### config.mk
export PLATFORM = sky130hd
export DESIGN_NAME = mul_seq_32_flat
export DESIGN_NICKNAME = d
export VERILOG_FILES = /design/src/rtl/mul_seq_32_if.sv /design/src/rtl/mul_seq_32.sv /design/src/flat_wrapper.sv
export SDC_FILE = /design/constraint.sdc
export NUM_CORES = 1
export LEC_CHECK = 0
export BUFFER_PORTS_ARGS = -buffer_cell sky130_fd_sc_hd__buf_2
export CAP_MARGIN = 10
export CELL_PAD_IN_SITES_DETAIL_PLACEMENT = 0
export CELL_PAD_IN_SITES_GLOBAL_PLACEMENT = 1
export CORE_MARGIN = 5
export CORE_UTILIZATION = 40
export CTS_CLUSTER_DIAMETER = 200
export DETAILED_ROUTE_END_ITERATION = 8
export PLACE_DENSITY_LB_ADDON = 0.15
export SLEW_MARGIN = 20
export SYNTH_ARGS = -nofsm -noshare
export SYNTH_HDL_FRONTEND = slang
export SYNTH_SLANG_ARGS = --single-unit
### constraint.sdc
create_clock -name clk -period 6.3 [get_ports clk]
set_clock_uncertainty 0.1 [all_clocks]
set_input_delay 0 -clock clk [delete_from_list [all_inputs] [get_ports clk]]
set_output_delay 0 -clock clk [all_outputs]
set_load 0.02 [all_outputs]
### src/rtl/mul_seq_32_if.sv
// ============================================================================
// mul_seq_32_if : request/result bundle between a client and mul_seq_32
// Revision      : 1.0
// ============================================================================
`timescale 1ns/1ps
`default_nettype none

interface mul_seq_32_if;
    logic        start;
    logic        sign;
    logic [31:0] A;
    logic [31:0] B;
    logic        busy;
    logic        done;
    logic [31:0] HI;
    logic [31:0] LO;

    modport master (output start, sign, A, B, input  busy, done, HI, LO);
    modport slave  (input  start, sign, A, B, output busy, done, HI, LO);
endinterface

`default_nettype wire

### src/rtl/mul_seq_32.sv
// ============================================================================
// mul_seq_32 : iterative 32x32->64 shift-add multiplier, one adder pass/cycle
//              Optional signed mode compiled in with macro MUL_SIGNED_EN.
// Revision   : 1.0
// ============================================================================
`timescale 1ns/1ps
`default_nettype none

module mul_seq_32 (
    input  wire logic   clk,
    input  wire logic   rst_n,
    mul_seq_32_if.slave bus
);

`ifdef MUL_SIGNED_EN
    typedef enum logic [2:0] {
        S_IDLE = 3'd0,
        S_LOAD = 3'd1,
        S_CALC = 3'd2,
        S_FIX  = 3'd3,
        S_DONE = 3'd4
    } state_t;
`else
    typedef enum logic [2:0] {
        S_IDLE = 3'd0,
        S_LOAD = 3'd1,
        S_CALC = 3'd2,
        S_DONE = 3'd4
    } state_t;
`endif

    state_t      r_state;
    state_t      w_next;
    logic        w_busy_nxt;
    logic        w_done_nxt;

    logic [31:0] r_m;
    logic [31:0] r_hi;
    logic [31:0] r_lo;
    logic [5:0]  r_cnt;
    logic        r_busy;
    logic        r_done;

    logic [31:0] w_a_mag;
    logic [31:0] w_b_mag;
    logic [31:0] w_addend;
    logic [32:0] w_sum;

`ifdef MUL_SIGNED_EN
    logic        r_neg;
    logic        r_sgn;
    logic [63:0] w_fix;

    // Operands are captured as magnitudes; |0x80000000| stays 0x80000000 unsigned.
    assign w_a_mag = (bus.sign && bus.A[31]) ? (~bus.A + 32'd1) : bus.A;
    assign w_b_mag = (bus.sign && bus.B[31]) ? (~bus.B + 32'd1) : bus.B;
    assign w_fix   = ~{r_hi, r_lo} + 64'd1;
`else
    logic        w_unused_sign;

    assign w_unused_sign = bus.sign;
    assign w_a_mag       = bus.A;
    assign w_b_mag       = bus.B;
`endif

    assign w_addend = r_lo[0] ? r_m : 32'd0;
    assign w_sum    = {1'b0, r_hi} + {1'b0, w_addend};

    always_ff @(posedge clk or negedge rst_n) begin
        if (!rst_n) begin
            r_state <= S_IDLE;
            r_busy  <= 1'b0;
            r_done  <= 1'b0;
        end else begin
            r_state <= w_next;
            r_busy  <= w_busy_nxt;
            r_done  <= w_done_nxt;
        end
    end

    always_comb begin
        w_next     = r_state;
        w_busy_nxt = 1'b0;
        w_done_nxt = 1'b0;
        case (r_state)
            S_IDLE: if (bus.start) w_next = S_LOAD;
            S_LOAD: w_next = S_CALC;
            S_CALC: begin
                if (r_cnt == 6'd31) begin
`ifdef MUL_SIGNED_EN
                    w_next = r_sgn ? S_FIX : S_DONE;
`else
                    w_next = S_DONE;
`endif
                end
            end
`ifdef MUL_SIGNED_EN
            S_FIX:  w_next = S_DONE;
`endif
            S_DONE: w_next = S_IDLE;
            default: w_next = S_IDLE;
        endcase
        w_busy_nxt = (w_next != S_IDLE) && (w_next != S_DONE);
        w_done_nxt = (w_next == S_DONE);
    end

    // Operands are captured on the accepting edge; LOAD is then a settle cycle.
    always_ff @(posedge clk or negedge rst_n) begin
        if (!rst_n) begin
            r_m   <= 32'd0;
            r_hi  <= 32'd0;
            r_lo  <= 32'd0;
            r_cnt <= 6'd0;
`ifdef MUL_SIGNED_EN
            r_neg <= 1'b0;
            r_sgn <= 1'b0;
`endif
        end else begin
            case (r_state)
                S_IDLE: begin
                    if (bus.start) begin
                        r_m   <= w_a_mag;
                        r_lo  <= w_b_mag;
                        r_hi  <= 32'd0;
                        r_cnt <= 6'd0;
`ifdef MUL_SIGNED_EN
                        r_sgn <= bus.sign;
                        r_neg <= bus.sign & (bus.A[31] ^ bus.B[31]);
`endif
                    end
                end
                S_CALC: begin
                    r_hi  <= w_sum[32:1];
                    r_lo  <= {w_sum[0], r_lo[31:1]};
                    r_cnt <= r_cnt + 6'd1;
                end
`ifdef MUL_SIGNED_EN
                S_FIX: begin
                    if (r_neg) begin
                        r_hi <= w_fix[63:32];
                        r_lo <= w_fix[31:0];
                    end
                end
`endif
                default: ;
            endcase
        end
    end

    assign bus.busy = r_busy;
    assign bus.done = r_done;
    assign bus.HI   = r_hi;
    assign bus.LO   = r_lo;

endmodule

`default_nettype wire

### src/flat_wrapper.sv
// flat-port wrapper written by rule: the top's interface ports become plain ports
module mul_seq_32_flat 
  (clk, rst_n, bus_start, bus_sign, bus_A, bus_B, bus_busy, bus_done, bus_HI, bus_LO);
  mul_seq_32_if bus_i ();
  input  wire logic clk;
  input  wire logic rst_n;
  input wire logic [$bits(bus_i.start)-1:0] bus_start;
  input wire logic [$bits(bus_i.sign)-1:0] bus_sign;
  input wire logic [$bits(bus_i.A)-1:0] bus_A;
  input wire logic [$bits(bus_i.B)-1:0] bus_B;
  output wire logic [$bits(bus_i.busy)-1:0] bus_busy;
  output wire logic [$bits(bus_i.done)-1:0] bus_done;
  output wire logic [$bits(bus_i.HI)-1:0] bus_HI;
  output wire logic [$bits(bus_i.LO)-1:0] bus_LO;
  assign bus_i.start = bus_start;
  assign bus_i.sign = bus_sign;
  assign bus_i.A = bus_A;
  assign bus_i.B = bus_B;
  assign bus_busy = bus_i.busy;
  assign bus_done = bus_i.done;
  assign bus_HI = bus_i.HI;
  assign bus_LO = bus_i.LO;
  mul_seq_32 u_core (.clk(clk), .rst_n(rst_n), .bus(bus_i));
endmodule
==> flow_summary_export.csv, run 1 <==
group,metric,value,unit
run_status,status,"finished clean",
setup_path,crit_fanout,34,
detailed_routing,via_count,5379,
grt,grt_use_total,0.184,
setup_path,crit_chain,"buf_4 > and2_1 > ha_1 > inv_1 > fa_1 > nor2b_1 > o2111ai_1 > a21oi_1 > nor2_1 > o21bai_2 > a21oi_1 > or4b_1 > nand3_1",
floorplanning,initial_core_util,0.406,
placed_design,dp_cells,963,
cells_and_area,nFillCells,1396,
clock_tree,cts_made_buffers,9,
synth,syn-instance-count,674,
setup_path,crit_family,"simple AND/OR/NAND/NOR gates",
floorplanning,pin_count,134,
grt,antenna_found_initial,0,
synth,netlist_area,0.00591,mm²
grt,grt_pass1_vias,5563,
sta,grt_setup_unrepaired,"false",
floorplanning,core,0.0145,mm²
setup_path,critPathArrivalTime,3630,ps
setup_path,required,6490,ps
setup_path,critPathMaxStageDelay,530,ps
placed_design,gp_congestion,0.859,
sta,relSlewSlack,0.346,
cells_and_area,layout-drive-gt1-share,0.188,
synth,synth_seq_cells,107,
cells_and_area,mostFrequentLayoutCells,"nand2_1, buf_2, dfrtp_1",
grt,grt-ovfl-total,0,
floorplanning,die_x,132,µm
flow_run,cap_violations,0,
synth,syn_avg_cell_area,8.76,µm²
floorplanning,dieHeight,132,µm
synth,synth_edf_count,0,
detailed_routing,routed_wl,15700,µm
synth,ys_warn_count,0,
pwr,design_power_total,3900,µW
grt,grt_max_degree,73,
clock_tree,root_buffer,"clkbuf_16",
floorplanning,num_rows,44,
sta,whs,40.8,ps
synth,async_flop_share,1.00,
cells_and_area,layout_commonest_cell,"nand2_1",
min_path,hold_path.class,"in2async",
detailed_routing,ant_nets,0,
sta,period_needed,3440,ps
setup_path,path_class,"reg2reg",
sta,worst_slew_pin_slew,978,ps
sta,min_period_over_period,0.546,
setup_path,cp_num_buf_inv,2,
detailed_routing,viasPerCell,5.15,
grt,grt_first_pass_wirelength,26900,µm
clock_tree,insertion_delay,360,ps
cells_and_area,area_growth,29.7,%
sta,setup_viol,0,
detailed_routing,drt_iter0_markers,207,
clock_tree,path_clk_slew,70,ps
pwr,vdd_drop_max,0.252,mV
pwr,leakage,0.00390,µW
sta,fin_tns_setup,0,ps
cells_and_area,instances_no_fill,1044,
clock_tree,cts_buffer_depth,2,
clock_tree,h-tree-depth,3,
synth,ys.flop_type,"dfrtp_1",
detailed_routing,wl_per_cell,15.0,µm
detailed_routing,drc,0,
setup_path,cp-end-kind,"flip-flop",
floorplanning,dieArea,0.0173,mm²
setup_path,cp_slowest_cell,"or4b_1",
cells_and_area,diodes,0,
cells_and_area,fin_nets,957,
sta,hold_viol,0,
detailed_routing,dr.pass1.iters,4,
clock_tree,cts.sinks,107,
synth,synth_seq_area_share,0.453,
setup_path,cpMostUsedCell,"a21oi_1",
synth,syn_nets,776,
clock_tree,cts_tree,"yes",
synth,yosys.cell_types.count,57,
sta,fmax,291,MHz
placed_design,place_hpwl,10400,µm
setup_path,startpoint_type,"flip-flop",
sta,drv_slew,0,
placed_design,io_buffers,132,
pwr,power.density,509,mW/mm²
final cells by class:
cell class	count	area [µm²]	share of cell area
Multi-Input combinational cell	527	3070	0.401
Inverter	7	26.3	0.00343
Clock inverter	5	40.0	0.00523
Tap cell	184	230	0.0301
Clock buffer	11	253	0.0330
Sequential cell	107	2680	0.350
Timing Repair Buffer	203	1360	0.177
worst reg2reg max path, cell delays in order (launching register included):
cell and delay, ps:
dfrtp_1 320, buf_4 310, and2_1 190, ha_1 190, inv_1 60, fa_1 400
nor2b_1 180, o2111ai_1 150, a21oi_1 280, nor2_1 140, o21bai_2 290, a21oi_1 140
or4b_1 530, nand3_1 100
sequential cells by signal, indices dropped and copies added, names as in the netlist:
signal and count:
u_core.bus.HI 32, u_core.bus.LO 32, u_core.r_m 32, u_core.r_cnt 6, u_core.r_state 3, u_core.bus.busy 1
u_core.bus.done 1
routing by layer:
layer | wire length, µm | track usage
met5 | 0 | 0
met2 | 7430 | 0.306
met1 | 7210 | 0.233
met4 | 207 | 0.0509
met3 | 833 | 0.0543
report_power, final:
group	switching [µW]	internal (µW)	leakage [µW]
clock	271	295	0.000147
combinational	1310	816	0.00243
sequential	209	992	0.00132
what timing repair did:
| item | in CTS | in global routing |
|---|---|---|
| gates resized for setup | 0 | 0 |
| setup buffers | 0 | 0 |
| hold endpoints to repair | 99 | 0 |
| hold buffers | 65 | 0 |
through the flow:
stage               instance area (µm²)  worst slack [ps]  utilization
floorplan                          5910              3410            -
global placement                   6720              2910        0.462
detailed placement                 6720              2840        0.462
CTS                                7660              2800        0.527
global route                       7660              2550        0.527
finish                             7660              2860        0.527
cells in the mapped netlist, types with 2 or more instances:
| library cell | number | area (µm²) |
|---|---|---|
| a211o_1 | 3 | 26.3 |
| a211oi_1 | 2 | 15.0 |
| a21o_1 | 23 | 173 |
| a21oi_1 | 25 | 125 |
| a221oi_1 | 2 | 17.5 |
| a22o_1 | 4 | 35.0 |
| a22oi_1 | 5 | 37.5 |
| a311oi_1 | 2 | 17.5 |
| a31oi_1 | 6 | 37.5 |
| a32oi_1 | 2 | 17.5 |
| and2_1 | 35 | 219 |
| and3_1 | 4 | 25.0 |
| buf_1 | 2 | 7.51 |
| buf_2 | 2 | 10.0 |
| clkbuf_1 | 28 | 105 |
| dfrtp_1 | 107 | 2680 |
| ha_1 | 33 | 413 |
| inv_1 | 7 | 26.3 |
| nand2_1 | 158 | 593 |
| nand2b_1 | 3 | 18.8 |
| nand3_1 | 7 | 35.0 |
| nand3b_1 | 2 | 15.0 |
| nand4_1 | 6 | 37.5 |
| nor2_1 | 67 | 251 |
| nor2b_1 | 2 | 12.5 |
| nor3_1 | 4 | 20.0 |
| nor4_1 | 2 | 12.5 |
| o211ai_1 | 2 | 15.0 |
| o21a_1 | 4 | 30.0 |
| o21ai_0 | 38 | 190 |
| o21ai_1 | 5 | 25.0 |
| o21bai_1 | 3 | 22.5 |
| o22a_1 | 2 | 17.5 |
| o22ai_1 | 28 | 175 |
| o31ai_1 | 2 | 15.0 |
| xnor2_1 | 14 | 123 |
| xor2_1 | 13 | 114 |
path summary, 6_finish.rpt:
check                                       start  cells past startpoint                end  slack, ps
worst max-delay path             u_core.bus.LO[0]                     13  u_core.bus.HI[19]       2860
worst min-delay path                        rst_n                      2   u_core.bus.HI[5]         40
worst max register to register   u_core.bus.LO[0]                     13  u_core.bus.HI[19]       2860
worst min register to register  u_core.r_state[2]                      1  u_core.r_state[1]        340
max in group asynchronous                   rst_n                      3  u_core.bus.HI[29]       4750
min in group clk                        bus_start                      4    u_core.bus.busy        240
kinds of logic after synthesis:
logic type | synth area share
AO/OA/AOI/OAI | 0.187
XOR/XNOR | 0.0400
multiplexers | 0.00169
adder cells (fa/ha/maj) | 0.0733
AND/OR/NAND/NOR | 0.218
flip-flops | 0.453
buffers and inverters | 0.0271
(Power assumes the default switching activity.)
==> inputs of run 2 (changes only) <==
--- a/config.mk
+++ b/config.mk
@@ -10,7 +10,7 @@
 export CELL_PAD_IN_SITES_DETAIL_PLACEMENT = 0
 export CELL_PAD_IN_SITES_GLOBAL_PLACEMENT = 1
 export CORE_MARGIN = 5
-export CORE_UTILIZATION = 40
+export CORE_UTILIZATION = 37
 export CTS_CLUSTER_DIAMETER = 200
 export DETAILED_ROUTE_END_ITERATION = 8
 export PLACE_DENSITY_LB_ADDON = 0.15
==> constraint.sdc (replaced) <==
create_clock -name clk -period 3 [get_ports clk]
set_clock_uncertainty 0.1 [all_clocks]
set_input_delay 0 -clock clk [delete_from_list [all_inputs] [get_ports clk]]
set_output_delay 0 -clock clk [all_outputs]
set_load 0.02 [all_outputs]
==> run 2 against run 1 <==
Routed wire length up 4.3%. First-iteration DRC count is 13% higher. Critical path type unchanged. Clock-buffer cell count down 2. Cell area increased by 5.5%. Largest cell class unchanged. Register-to-register slack worse by 2800 ps.
==> flow_summary_export.csv, run 2 (synthesis gave the netlist of run 1 again) <==
group,metric,value,unit
floorplanning,pin_count,134,
detailed_routing,routed_wl,16400,µm
grt,grt_use_total,0.178,
cells_and_area,mostFrequentLayoutCells,"nand2_1, buf_2, dfrtp_1",
sta,fmax,342,MHz
cells_and_area,layout-drive-gt1-share,0.239,
cells_and_area,final_util,0.512,
setup_path,startpoint_type,"flip-flop",
floorplanning,core,0.0158,mm²
sta,hold_viol,0,
cells_and_area,diodes,0,
min_path,hold_path.class,"in2async",
detailed_routing,wl_per_cell,14.8,µm
cells_and_area,instances_no_fill,1103,
detailed_routing,via_count,5511,
placed_design,place_area,0.00696,mm²
grt,grt_pass1_vias,5684,
clock_tree,cts_buffer_depth,2,
setup_path,cp-end-kind,"flip-flop",
pwr,leakage,0.00406,µW
setup_path,crit_family,"compound AO/OA/AOI/OAI gates",
detailed_routing,drc,0,
setup_path,critPathArrivalTime,3050,ps
clock_tree,cts_tree,"yes",
sta,drv_slew,0,
flow_run,cap_violations,0,
grt,antenna_found_initial,1,
placed_design,place_hpwl,11200,µm
placed_design,dp_cells,1019,
sta,worst_slew_pin_slew,766,ps
floorplanning,die_x,136,µm
sta,setup_viol,0,
grt,grt-ovfl-total,0,
detailed_routing,dr.pass1.iters,4,
clock_tree,root_buffer,"clkbuf_16",
placed_design,io_buffers,132,
pwr,power.density,1080,mW/mm²
clock_tree,cts.sinks,107,
setup_path,cp_slowest_cell,"dfrtp_2",
placed_design,gp_congestion,0.827,
setup_path,path_class,"reg2reg",
setup_path,crit_fanout,17,
cells_and_area,nFillCells,1544,
placed_design,post-place-ws,-12.4,ps
sta,grt_setup_unrepaired,"true",
grt,grt_first_pass_wirelength,27100,µm
sta,min_period_over_period,0.974,
detailed_routing,drt_iter0_markers,233,
cells_and_area,layout_commonest_cell,"nand2_1",
setup_path,cp_num_buf_inv,1,
cells_and_area,multi_input_area,0.00320,mm²
cells_and_area,finish.instance_area,0.00808,mm²
sta,period_needed,2920,ps
cells_and_area,area_growth,36.8,%
clock_tree,path_clk_slew,80,ps
cells_and_area,seq_area,0.00268,mm²
sta,layout_setup_ws,77.9,ps
sta,fin_tns_setup,0,ps
setup_path,critPathMaxStageDelay,450,ps
clock_tree,insertion_delay,360,ps
clock_tree,h-tree-depth,3,
cells_and_area,fin_nets,984,
detailed_routing,viasPerCell,5.00,
sta,relSlewSlack,0.489,
detailed_routing,ant_nets,0,
floorplanning,dieHeight,136,µm
run_status,status,"finished clean",
floorplanning,dieArea,0.0186,mm²
setup_path,crit_chain,"buf_12 > and2_1 > ha_1 > a21oi_1 > o21ai_0 > a21o_1 > a21o_1 > a211o_1 > a31oi_1 > xor2_1 > o21ai_0",
floorplanning,initial_core_util,0.375,
floorplanning,num_rows,46,
grt,grt_max_degree,68,
setup_path,required,3130,ps
pwr,vdd_drop_max,0.510,mV
clock_tree,cts_made_buffers,9,
## run 2: cell count changes in the layout (fill, tap and decap cells not counted), sizes merged
| cell | before | now |
|---|---|---|
| buf | 138 | 165 |
| clkbuf | 11 | 9 |
| clkinvlp | 0 | 1 |
| bufinv | 0 | 1 |
## run 2: worst register-to-register path, cell delays in order (launching register included)
cell and delay [ps]:
dfrtp_2 450, buf_12 160, and2_1 140, ha_1 340, a21oi_1 220, o21ai_0 180, a21o_1 230, a21o_1 210
a211o_1 300, a31oi_1 220, xor2_1 160, o21ai_0 90
## run 2: report_power, final
group | internal (µW) | switching, µW | total [µW] | leakage [µW]
registers | 2080 | 462 | 2550 | 0.00132
logic | 2030 | 2900 | 4930 | 0.00259
clock network | 671 | 608 | 1280 | 0.000152
total | 4780 | 3970 | 8750 | 0.00406
## run 2: timing repair
action / CTS / global route
buffers inserted: 0 / 3
hold endpoints to repair: 114 / 0
setup endpoints to repair: 1 / 14
hold buffers: 65 / 0
resized for setup: 2 / 25
pin swaps: 0 / 5
## run 2: cell type report
cell class,count,area share
Inverter,7,0.00325
Clock buffer,9,0.0279
Timing Repair Buffer,230,0.196
Multi-Input combinational cell,527,0.397
Clock inverter,7,0.0110
Tap cell,216,0.0334
Sequential cell,107,0.332
## run 2: per-stage QoR
stage | hold WS [ps] | total power [µW]
after floorplan | -396 | 5740
after global placement | -14.5 | 7210
after detailed placement | -15.5 | 7290
after CTS | 119 | 8690
after global routing | 163 | 9520
final | 128 | 8750
## run 2: final timing paths
kind	start	endpoint	slack (ps)	cells past startpoint
setup reg to reg	u_core.bus.LO[0]	u_core.bus.HI[16]	80	11
hold / removal	rst_n	u_core.r_m[5]	130	2
setup / recovery	u_core.bus.LO[0]	u_core.bus.HI[16]	80	11
max in group asynchronous	rst_n	u_core.r_cnt[4]	1920	3
min in group clk	bus_start	u_core.bus.LO[6]	130	6
hold reg to reg	u_core.r_state[2]	u_core.r_state[1]	360	1
## run 2: routing by layer
layer | track usage | up-vias | wire [µm]
met5 | 0 | - | 13
met4 | 0.0392 | 2 | 163
met3 | 0.0437 | 14 | 728
met2 | 0.304 | 99 | 7760
met1 | 0.231 | 2638 | 7690
li1 | - | 2758 | -
==> inputs of run 3 (changes only) <==
--- a/config.mk
+++ b/config.mk
@@ -5,12 +5,13 @@
 export SDC_FILE = /design/constraint.sdc
 export NUM_CORES = 1
 export LEC_CHECK = 0
+export ABC_AREA = 1
 export BUFFER_PORTS_ARGS = -buffer_cell sky130_fd_sc_hd__buf_2
 export CAP_MARGIN = 10
 export CELL_PAD_IN_SITES_DETAIL_PLACEMENT = 0
 export CELL_PAD_IN_SITES_GLOBAL_PLACEMENT = 1
 export CORE_MARGIN = 5
-export CORE_UTILIZATION = 37
+export CORE_UTILIZATION = 35
 export CTS_CLUSTER_DIAMETER = 200
 export DETAILED_ROUTE_END_ITERATION = 8
 export PLACE_DENSITY_LB_ADDON = 0.15
==> run 3 against run 2 <==
Die area is 20% higher. Register-to-register slack better by 520 ps. Hold slack worse by 70 ps. Critical endpoint is now u_core.bus.HI[31]. Flip-flop and latch count stayed put. Highest routed layer is now met4. Worst setup slack better by 520 ps. Combinational power is 0.8% higher.
==> flow_summary_export.csv, run 3 <==
group,metric,value,unit
sta,setup_viol,0,
floorplanning,dieHeight,149,µm
synth,ys_top_cells_by_area,"dfrtp_1, nand2_1, inv_1",
detailed_routing,drt_iter0_markers,305,
detailed_routing,dr.max_layer_used,"met4",
synth,syn-instance-count,1032,
detailed_routing,drt-met1-wl,10500,µm
synth,synth_seq_cells,107,
setup_path,path_class,"reg2reg",
run_status,status,"finished clean",
setup_path,reg2reg_to,"u_core.bus.HI[31]",
sta,period_needed,2400,ps
cells_and_area,diodes,0,
cells_and_area,fin_nets,1323,
clock_tree,cts_buffer_depth,2,
clock_tree,cts_made_buffers,9,
sta,worst_slew_pin_slew,873,ps
synth,syn_nets,1134,
sta,relSlewSlack,0.418,
detailed_routing,dr.pass1.iters,5,
synth,yosysMostFrequentCell,"nand2_1",
setup_path,critPathMaxStageDelay,380,ps
grt,grt-ovfl-total,0,
sta,hold_viol,0,
synth,synth_edf_count,0,
placed_design,place_hpwl,15500,µm
detailed_routing,route.met2.wl,9340,µm
floorplanning,initial_core_util,0.352,
synth,async_flop_share,1.00,
min_path,hold_path.class,"in2async",
sta,min_period_over_period,0.799,
detailed_routing,viasPerCell,4.45,
clock_tree,h-tree-depth,3,
setup_path,cp_slowest_cell,"fa_1",
setup_path,required,3190,ps
sta,fmax,417,MHz
clock_tree,insertion_delay,360,ps
cells_and_area,layout-drive-gt1-share,0.139,
floorplanning,pin_count,134,
synth,syn_avg_cell_area,6.58,µm²
sta,drv_slew,0,
cells_and_area,area_growth,27.9,%
synth,yosys.cell_types.count,31,
synth,synth_commonest_cells,"nand2_1, inv_1, nor2_1, dfrtp_1, nand3_1",
flow_run,cap_violations,0,
grt,grt_max_degree,61,
synth,netlist_area,0.00679,mm²
clock_tree,cts.sinks,107,
setup_path,r2r_setup_slack,600,ps
setup_path,critPathArrivalTime,2590,ps
pwr,power.density,1010,mW/mm²
setup_path,crit_fanout,4,
grt,grt_pass1_vias,6820,
synth,ys.flop_type,"dfrtp_1",
clock_tree,post_cts_buffers,0,
grt,grt_use_total,0.195,
grt,antenna_found_initial,0,
sta,grt_setup_unrepaired,"false",
setup_path,startpoint_type,"flip-flop",
placed_design,io_buffers,132,
synth,synth_seq_area_share,0.394,
synth,synth_top_area_frac,0.394,
detailed_routing,via_count,6640,
floorplanning,dieArea,0.0223,mm²
clock_tree,path_clk_slew,80,ps
detailed_routing,ant_nets,0,
synth,yosysTopAreaCell,"dfrtp_1",
cells_and_area,nFillCells,2087,
placed_design,gp_congestion,0.867,
sta,fin_tns_setup,0,ps
clock_tree,root_buffer,"clkbuf_16",
setup_path,cpMostUsedCell,"nand2_1",
synth,ys_warn_count,0,
detailed_routing,met3_length,886,µm
grt,grt_first_pass_wirelength,35000,µm
detailed_routing,drc,0,
pwr,design_power_total,8770,µW
cells_and_area,mostFrequentLayoutCells,"nand2_1, inv_1, buf_2",
detailed_routing,wl_per_cell,14.0,µm
pwr,vdd_drop_max,0.567,mV
setup_path,crit_chain,"nand2_1 > inv_1 > ha_1 > inv_1 > fa_1 > inv_1 > nand3_1 > nand3_1 > nand2_1 > nand2_1 > nand3_1 > nand2_1 > nand2_1 > nand2_1 > nand2_1 > nand2_1",
setup_path,cp-end-kind,"flip-flop",
setup_path,r2r_start,"u_core.bus.LO[0]",
pwr,leakage,0.00507,µW
detailed_routing,routed_wl,20900,µm
setup_path,r2r_cells,16,
floorplanning,core,0.0193,mm²
floorplanning,die_x,149,µm
cells_and_area,layout_commonest_cell,"nand2_1",
floorplanning,num_rows,51,
clock_tree,cts_tree,"yes",
run 3: cell count changes in the layout (fill, tap and decap cells not counted), moves of 13 or more:
cell     change
nand2_1    +278
inv_1      +149
nand3_1     +42
nor2_1      +42
and2_1      -35
o21ai_0     -26
buf_4       -23
a21o_1      -22
xnor2_1     -13
xor2_1      -13
run 3: through the flow:
| step | util | cells | hold slack [ps] | cell area [µm²] | setup slack (ps) |
|---|---|---|---|---|---|
| 6_report | 0.451 | 1491 | 58.2 | 8690 | 602 |
| 5_1_grt | 0.451 | 1491 | 109 | 8690 | 297 |
| 4_1_cts | 0.451 | 1491 | 77.2 | 8690 | 583 |
| 2_1_floorplan | - | 1032 | -396 | 6790 | 415 |
| 3_5_place_dp | 0.401 | 1410 | -83.5 | 7730 | 601 |
| 3_3_place_gp | 0.401 | 1410 | -90.0 | 7730 | 602 |
run 3: layer usage:
metal | global-route usage | vias up
li1 | - | 3543
met1 | 0.277 | 2927
met2 | 0.313 | 155
met3 | 0.0273 | 15
met4 | 0.0508 | 0
met5 | 0 | -
run 3: worst max-delay path by stage:
stage	start	end	slack (ps)	cells past startpoint
floorplan	u_core.bus.LO[0]	u_core.bus.HI[27]	420	17
CTS	u_core.bus.LO[0]	u_core.bus.HI[31]	580	16
detailed placement	u_core.bus.LO[0]	u_core.bus.HI[31]	600	16
global route	u_core.r_m[0]	u_core.bus.HI[31]	300	16
global placement	u_core.bus.LO[0]	u_core.bus.HI[24]	600	13
finish	u_core.bus.LO[0]	u_core.bus.HI[31]	600	16
run 3: cell families after synthesis:
family	synth area share
fa+ha+maj	0.0637
buf+inv	0.108
simple gates	0.357
xor+xnor	0.00129
flops	0.394
compound gates	0.0757
run 3: timing repair:
action | in CTS | in global routing
gates resized for setup | 0 | 0
hold endpoints to repair | 146 | 0
hold buffers | 65 | 0
run 3: where the power goes:
group | switching (µW) | total [µW] | internal (µW)
Combinational | 3310 | 4970 | 1660
Clock | 632 | 1250 | 614
Sequential | 469 | 2550 | 2080
run 3: final cells by class:
| cell class | count | area, µm² | area share |
|---|---|---|---|
| Multi-Input combinational cell | 737 | 3380 | 0.389 |
| Tap cell | 265 | 332 | 0.0382 |
| Clock buffer | 10 | 239 | 0.0275 |
| Clock inverter | 6 | 62.6 | 0.00720 |
| Timing Repair Buffer | 206 | 1390 | 0.160 |
| Inverter | 160 | 601 | 0.0691 |
| Sequential cell | 107 | 2680 | 0.308 |
run 3: worst max-delay path, delay by kind of cell (launching register included):
kind,cells,cell delay [ps]
AND/OR/NAND/NOR,11,1040
adder cells (fa/ha/maj),2,570
flip-flops,1,360
buffers and inverters,3,260
